## src/rtl/cla_pipe_adder.sv

```systemverilog
// Pipelined add/subtract unit: one slice of 4*GROUPS_PER_STAGE bits resolved per stage with 4-bit CLA groups.
// Latency: STAGES cycles from input transfer to output transfer at full throughput (1 beat/cycle).
// Backpressure: bubble-collapsing valid/ready; in_ready is combinational from out_ready through the stage valids.
//
// Ports:
//   clk, rst_n              clock, asynchronous active-low reset
//   in_valid/in_ready       operand stream handshake (a, b, c_in, sub)
//   out_valid/out_ready     result stream handshake (sum, c_out, ovf)
//   sub=1 computes a-b as a+~b+1 (c_in ignored); c_out=1 then means no borrow
module cla_pipe_adder #(
    parameter int WIDTH            = 16,
    parameter int GROUPS_PER_STAGE = 1
) (
    input  logic             clk,
    input  logic             rst_n,
    input  logic             in_valid,
    output logic             in_ready,
    input  logic [WIDTH-1:0] a,
    input  logic [WIDTH-1:0] b,
    input  logic             c_in,
    input  logic             sub,
    output logic             out_valid,
    input  logic             out_ready,
    output logic [WIDTH-1:0] sum,
    output logic             c_out,
    output logic             ovf
);

    localparam int SW     = 4 * GROUPS_PER_STAGE;
    localparam int STAGES = WIDTH / SW;
    localparam int LAST   = STAGES - 1;

    if ((WIDTH % (4 * GROUPS_PER_STAGE)) != 0 || WIDTH < 4) begin : g_bad_params
        $error("cla_pipe_adder: WIDTH must be a multiple of 4*GROUPS_PER_STAGE and at least 4");
    end

    // Resolve one slice. Each 4-bit group uses full lookahead from its own carry-in;
    // groups inside a slice chain through the group generate/propagate terms.
    // Returns {carry_out_of_slice, carry_into_slice_msb, slice_sum}.
    function automatic logic [SW+1:0] cla_slice(
        input logic [SW-1:0] x,
        input logic [SW-1:0] y,
        input logic          cin
    );
        logic [SW-1:0] g;
        logic [SW-1:0] p;
        logic [SW-1:0] s;
        logic [SW:0]   c;
        logic          gg;
        logic          pp;
        int            bi;
        g    = x & y;
        p    = x ^ y;
        c    = '0;
        c[0] = cin;
        for (int k = 0; k < GROUPS_PER_STAGE; k++) begin
            bi = 4 * k;
            c[bi+1] = g[bi] | (p[bi] & c[bi]);
            c[bi+2] = g[bi+1] | (p[bi+1] & g[bi]) | (p[bi+1] & p[bi] & c[bi]);
            c[bi+3] = g[bi+2] | (p[bi+2] & g[bi+1]) | (p[bi+2] & p[bi+1] & g[bi])
                    | (p[bi+2] & p[bi+1] & p[bi] & c[bi]);
            gg = g[bi+3] | (p[bi+3] & g[bi+2]) | (p[bi+3] & p[bi+2] & g[bi+1])
               | (p[bi+3] & p[bi+2] & p[bi+1] & g[bi]);
            pp = &p[bi +: 4];
            c[bi+4] = gg | (pp & c[bi]);
        end
        s = p ^ c[SW-1:0];
        return {c[SW], c[SW-1], s};
    endfunction

    // Per-stage state. b is stored already conditioned for subtraction, so the
    // sub flag itself need not travel down the pipe.
    logic [STAGES-1:0] v_q,     v_d;
    logic [WIDTH-1:0]  a_q     [STAGES];
    logic [WIDTH-1:0]  a_d     [STAGES];
    logic [WIDTH-1:0]  b_q     [STAGES];
    logic [WIDTH-1:0]  b_d     [STAGES];
    logic [WIDTH-1:0]  sum_q   [STAGES];
    logic [WIDTH-1:0]  sum_d   [STAGES];
    logic [STAGES-1:0] carry_q, carry_d;
    logic              ovf_q,   ovf_d;

    // What each stage would load: the external beat for stage 0, the previous stage otherwise.
    logic [STAGES-1:0] up_vld;
    logic [STAGES-1:0] up_c;
    logic [WIDTH-1:0]  up_a    [STAGES];
    logic [WIDTH-1:0]  up_b    [STAGES];
    logic [WIDTH-1:0]  up_sum  [STAGES];

    logic [STAGES-1:0] load;

    // A stage loads when it is empty or its contents move on this edge;
    // scanning from the output back lets a bubble anywhere be filled at once.
    always_comb begin
        logic free_below;
        free_below = out_ready;
        load       = '0;
        for (int s = LAST; s >= 0; s--) begin
            load[s]    = !v_q[s] | free_below;
            free_below = load[s];
        end
        in_ready = rst_n & load[0];
    end

    always_comb begin
        logic [SW+1:0] res;
        up_vld[0] = in_valid & in_ready;
        up_a[0]   = a;
        up_b[0]   = b ^ {WIDTH{sub}};
        up_c[0]   = sub | c_in;
        up_sum[0] = '0;
        for (int s = 1; s < STAGES; s++) begin
            up_vld[s] = v_q[s-1];
            up_a[s]   = a_q[s-1];
            up_b[s]   = b_q[s-1];
            up_c[s]   = carry_q[s-1];
            up_sum[s] = sum_q[s-1];
        end

        ovf_d = ovf_q;
        for (int s = 0; s < STAGES; s++) begin
            res        = cla_slice(up_a[s][s*SW +: SW], up_b[s][s*SW +: SW], up_c[s]);
            v_d[s]     = load[s] ? up_vld[s] : v_q[s];
            a_d[s]     = a_q[s];
            b_d[s]     = b_q[s];
            sum_d[s]   = sum_q[s];
            carry_d[s] = carry_q[s];
            // Data only changes on a real load, so a stalled output stays stable.
            if (load[s] && up_vld[s]) begin
                a_d[s]                = up_a[s];
                b_d[s]                = up_b[s];
                sum_d[s]              = up_sum[s];
                sum_d[s][s*SW +: SW]  = res[SW-1:0];
                carry_d[s]            = res[SW+1];
                if (s == LAST) begin
                    ovf_d = res[SW+1] ^ res[SW];
                end
            end
        end
    end

    always_ff @(posedge clk or negedge rst_n) begin
        if (!rst_n) begin
            v_q     <= '0;
            carry_q <= '0;
            ovf_q   <= 1'b0;
            for (int s = 0; s < STAGES; s++) begin
                a_q[s]   <= '0;
                b_q[s]   <= '0;
                sum_q[s] <= '0;
            end
        end else begin
            v_q     <= v_d;
            carry_q <= carry_d;
            ovf_q   <= ovf_d;
            for (int s = 0; s < STAGES; s++) begin
                a_q[s]   <= a_d[s];
                b_q[s]   <= b_d[s];
                sum_q[s] <= sum_d[s];
            end
        end
    end

    assign out_valid = v_q[LAST];
    assign sum       = sum_q[LAST];
    assign c_out     = carry_q[LAST];
    assign ovf       = ovf_q;

endmodule
```

## config.mk

```make
export PLATFORM = sky130hd
export DESIGN_NAME = cla_pipe_adder
export DESIGN_NICKNAME = d
export VERILOG_FILES = /design/src/rtl/cla_pipe_adder.sv
export SDC_FILE = /design/constraint.sdc
export NUM_CORES = 1
export LEC_CHECK = 0
export BUFFER_PORTS_ARGS = -buffer_cell sky130_fd_sc_hd__buf_2
export CAP_MARGIN = 20
export CORE_AREA = 5 5 83 124
export DETAILED_ROUTE_END_ITERATION = 8
export DIE_AREA = 0 0 88 129
export HOLD_SLACK_MARGIN = 0.12
export PLACE_DENSITY = 0.65
export SLEW_MARGIN = 10
export SYNTH_ARGS = -nofsm -noshare
export SYNTH_HDL_FRONTEND = slang
export SYNTH_SLANG_ARGS = --single-unit
```

## constraint.sdc

```tcl
create_clock -name clk -period 3.3 [get_ports clk]
set_input_delay 0.33 -clock clk [delete_from_list [all_inputs] [get_ports clk]]
set_output_delay 0.33 -clock clk [all_outputs]
set_load 0.01 [all_outputs]
```

==> reports/qor.json <==
{
  "drt_drc_violations_left": 0,
  "detailedPlace.worstSlack_ns": 1.064,
  "first_global_vias": 2657,
  "detail_route.vias_per_cell": 5.030,
  "status": "complete, no violations",
  "period_minus_slack_ns": 2.038,
  "tritoncts_clock_tree": "built",
  "tritoncts_num_sinks": 97,
  "placed_cell_area_sq_um": 4679,
  "initial_utilization_pct": 48.82,
  "syn_inst": 341,
  "internal_power_uw": 2841,
  "required_time_at_the_worst_slack_endpoint_ns": 3.52,
  "min_delay_path_depth": 2,
  "vdd_ir_drop_max_v": 0.0003625,
  "routed_wire_length_per_instance_um": 13.96,
  "finalNetCount": 442,
  "ant_nets": 0,
  "grt_max_degree": 65,
  "timing.hold.worst_endpoint": "a_q[56]",
  "clock-root-buffer": "sky130_fd_sc_hd__clkbuf_16",
  "cp_cell_sequence": "dlygate4sd3_1 -> buf_4 -> nand2_1 -> a21oi_4 -> mux2_2",
  "design.die.area_sq_um": 11350,
  "layout_commonest_cell": "sky130_fd_sc_hd__dfrtp_1",
  "drtIter0Drc": 82,
  "synthDistinctLibCells": 29,
  "detailed_place_hpwl_um": 5161,
  "slew_viol_final": 0,
  "grt_remaining_overflow": 0,
  "switching_portion_of_total_power_pct": 28.30,
  "final_cell_area_sq_um": 5019,
  "leakage_uw": 0.002278,
  "setup_viol": 0,
  "fin_tns_setup_ns": 0,
  "net-switching-power_uw": 1121,
  "top_library_cells_by_usage_in_the_layout_fill_and_taps_aside": "sky130_fd_sc_hd__dfrtp_1 (97), sky130_fd_sc_hd__mux2_2 (63), sky130_fd_sc_hd__buf_2 (56), sky130_fd_sc_hd__a21oi_1 (22), sky130_fd_sc_hd__nand2_1 (19)",
  "pd_cells_nw_per_um2": 789.4,
  "max_slew_margin_pct": 35.28,
  "grt_pass1_wl_um": 12610,
  "core.rowCount": 43,
  "syn2layout_area_growth_pct": 13.05,
  "crit_path_start_kind": "input pin",
  "worst-setup-path-type": "input pin to register",
  "drtPass1Iterations": 4,
  "comb_power_share_pct": 26.6,
  "worst_clock_skew_ns": 0.004928,
  "diodes": 0,
  "globalplace.congestion": 0.7638,
  "ff2ff_setup_slack_ns": 1.34,
  "timing.final.hold_violations": 0,
  "hp-start": "a[8]",
  "numCtsBuffers": 9,
  "crit-reg2reg-capture": "a_q[53]",
  "cp.arrival_ns": 2.26,
  "reg2regPathDepth": 3,
  "worst_r2r_startpoint": "v_q[2]",
  "cts_max_path_buffers": 2,
  "critical_path.endpoint_type": "register",
  "drive_above_1_share_pct": 37.53,
  "share_of_the_clock_period_used_by_the_worst_path_after_layout_pct": 61.77,
  "synthesis.area_per_instance_sq_um": 13.02,
  "holdCritPathClass": "input pin to register",
  "cp_slowest_stage_delay_ns": 0.74,
  "synthesis.area_sq_um": 4439,
  "grt_setup_unrepaired": "no",
  "sequentialPowerShare_pct": 45.1,
  "globalRouteTotalUtil_pct": 14.36,
  "die_height_um": 129,
  "worst-slew-pin-transition_ns": 0.9686,
  "ys_warn_count": 0,
  "fillCellCount": 789,
  "path_max_fanout": 36,
  "dr_total_vias": 2520,
  "fp.coreArea_sq_um": 9092,
  "postCtsSetupBuffers": 0,
  "drt-total-wl_um": 6993,
  "die_w_um": 88,
  "synth_fp_nets": 399,
  "critical_path.slowest_cell": "sky130_fd_sc_hd__a21oi_4",
  "setup_slack_ns": 1.262,
  "max_cap_violations": 0,
  "clkSlewWorstSetupHoldPaths_ns": 0.07,
  "place.port_buffers": 57,
  "fmax_achieved_mhz": 490.6,
  "synth.yosys.seq_area_share_pct": 54.68,
  "cts.htree.levels": 3,
  "antenna_found_initial": 0,
  "postSynthRegisterBits": 97,
  "ios": 58,
  "clock_insertion_delay_worst_skew_ns": 0.34,
  "clkPwrFrac_pct": 28.3
}
[per-stage QoR]
step | utilization, % | std cells | power, uW | hold WS (ns)
after detailed placement | 51.47 | 484 | 2891 | 0.4618
after global routing | 55.19 | 501 | 4263 | 0.2147
after floorplan | - | 341 | 2682 | 0.03441
after global placement | 51.47 | 484 | 2835 | 0.4541
final | 55.19 | 501 | 3962 | 0.2190
after CTS | 55.19 | 501 | 4031 | 0.2046
[power by group through the flow]
stage          clock (uW)  combinational, uW  sequential [uW]
2_1_floorplan           0                932             1750
3_3_place_gp            0               1030             1800
3_5_place_dp            0               1070             1820
4_1_cts              1160               1080             1800
5_1_grt              1210               1210             1840
6_report             1120               1050             1790
[area by class of cell]
class | count | area, sq um | share of cell area, %
clock buffers | 10 | 239.0 | 4.762
clock inverters | 6 | 90.09 | 1.795
inverters | 3 | 11.26 | 0.2244
multi-input cells | 212 | 1790 | 35.68
flip-flops and latches | 97 | 2427 | 48.37
well taps | 112 | 140.1 | 2.792
repair buffers | 61 | 320.3 | 6.382
[layer usage]
layer	GRT usage, %	share of wire [%]	vias up
met5	0	0	-
met3	2.755	4.1	11
li1	-	-	1253
met4	7.588	2.5	0
met2	21.63	49	46
met1	19.59	45	1210
[kinds of logic (layout without fill, tap and decap cells)]
logic type	count (synthesis)	after routing	synth area share, %
XOR/XNOR	28	28	5.524
AO/OA/AOI/OAI	52	52	6.793
buffers and inverters	32	80	4.989
adder cells (fa/ha/maj)	20	20	6.313
multiplexers	66	66	16.88
flip-flops	97	97	54.68
AND/OR/NAND/NOR	46	46	4.820
[critical path, delay by kind of cell]
kind	cells	cell delay, ns
buf+inv	2	0.66
simple gates	1	0.09
compound gates	1	0.74
mux	1	0.42
[worst max path at each step]
| stage | from | to | slack, ns | depth (start not counted) |
|---|---|---|---|---|
| floorplan | sub | sum_q[51] | 1.29 | 8 |
| global route | rst_n | carry_q[0] | 1.08 | 7 |
| CTS | rst_n | in_ready | 1.21 | 5 |
| detailed placement | sub | sum_q[51] | 1.06 | 7 |
| finish | rst_n | a_q[53] | 1.26 | 5 |
| global placement | sub | sum_q[51] | 1.17 | 7 |
[synth_stat cells (all sizes together)]
master / n / share of area [%]
a211oi: 5 / 0.85
nor3: 2 / 0.23
buf: 28 / 4.7
o21bai: 3 / 0.51
o21ai: 17 / 1.9
a21oi: 23 / 2.8
mux2: 65 / 17
clkbuf: 1 / 0.084
dfrtp: 97 / 55
xnor2: 18 / 3.6
or2: 2 / 0.28
inv: 3 / 0.25
fa: 4 / 1.8
a21o: 3 / 0.51
nand2: 19 / 1.6
xor2: 10 / 2.0
ha: 16 / 4.5
and2: 1 / 0.14
nor2: 16 / 1.4
mux2i: 1 / 0.23
nand3b: 1 / 0.17
and4b: 1 / 0.31
nand2b: 4 / 0.73
o211ai: 1 / 0.17
[flip-flops by register name, indices dropped and copies added (netlist names)]
signal and cells:
a_q 24, b_q 24, carry_q 4, ovf 1, sum 16, sum_q 24
v_q 4
[repair_timing]
item / CTS / global route
endpoints found under the setup margin: 0 / 0
resized for setup: 0 / 0
hold buffers: 1 / 0
hold endpoints to repair: 33 / 0
No activity file was read; power rests on OpenSTA's default activity.
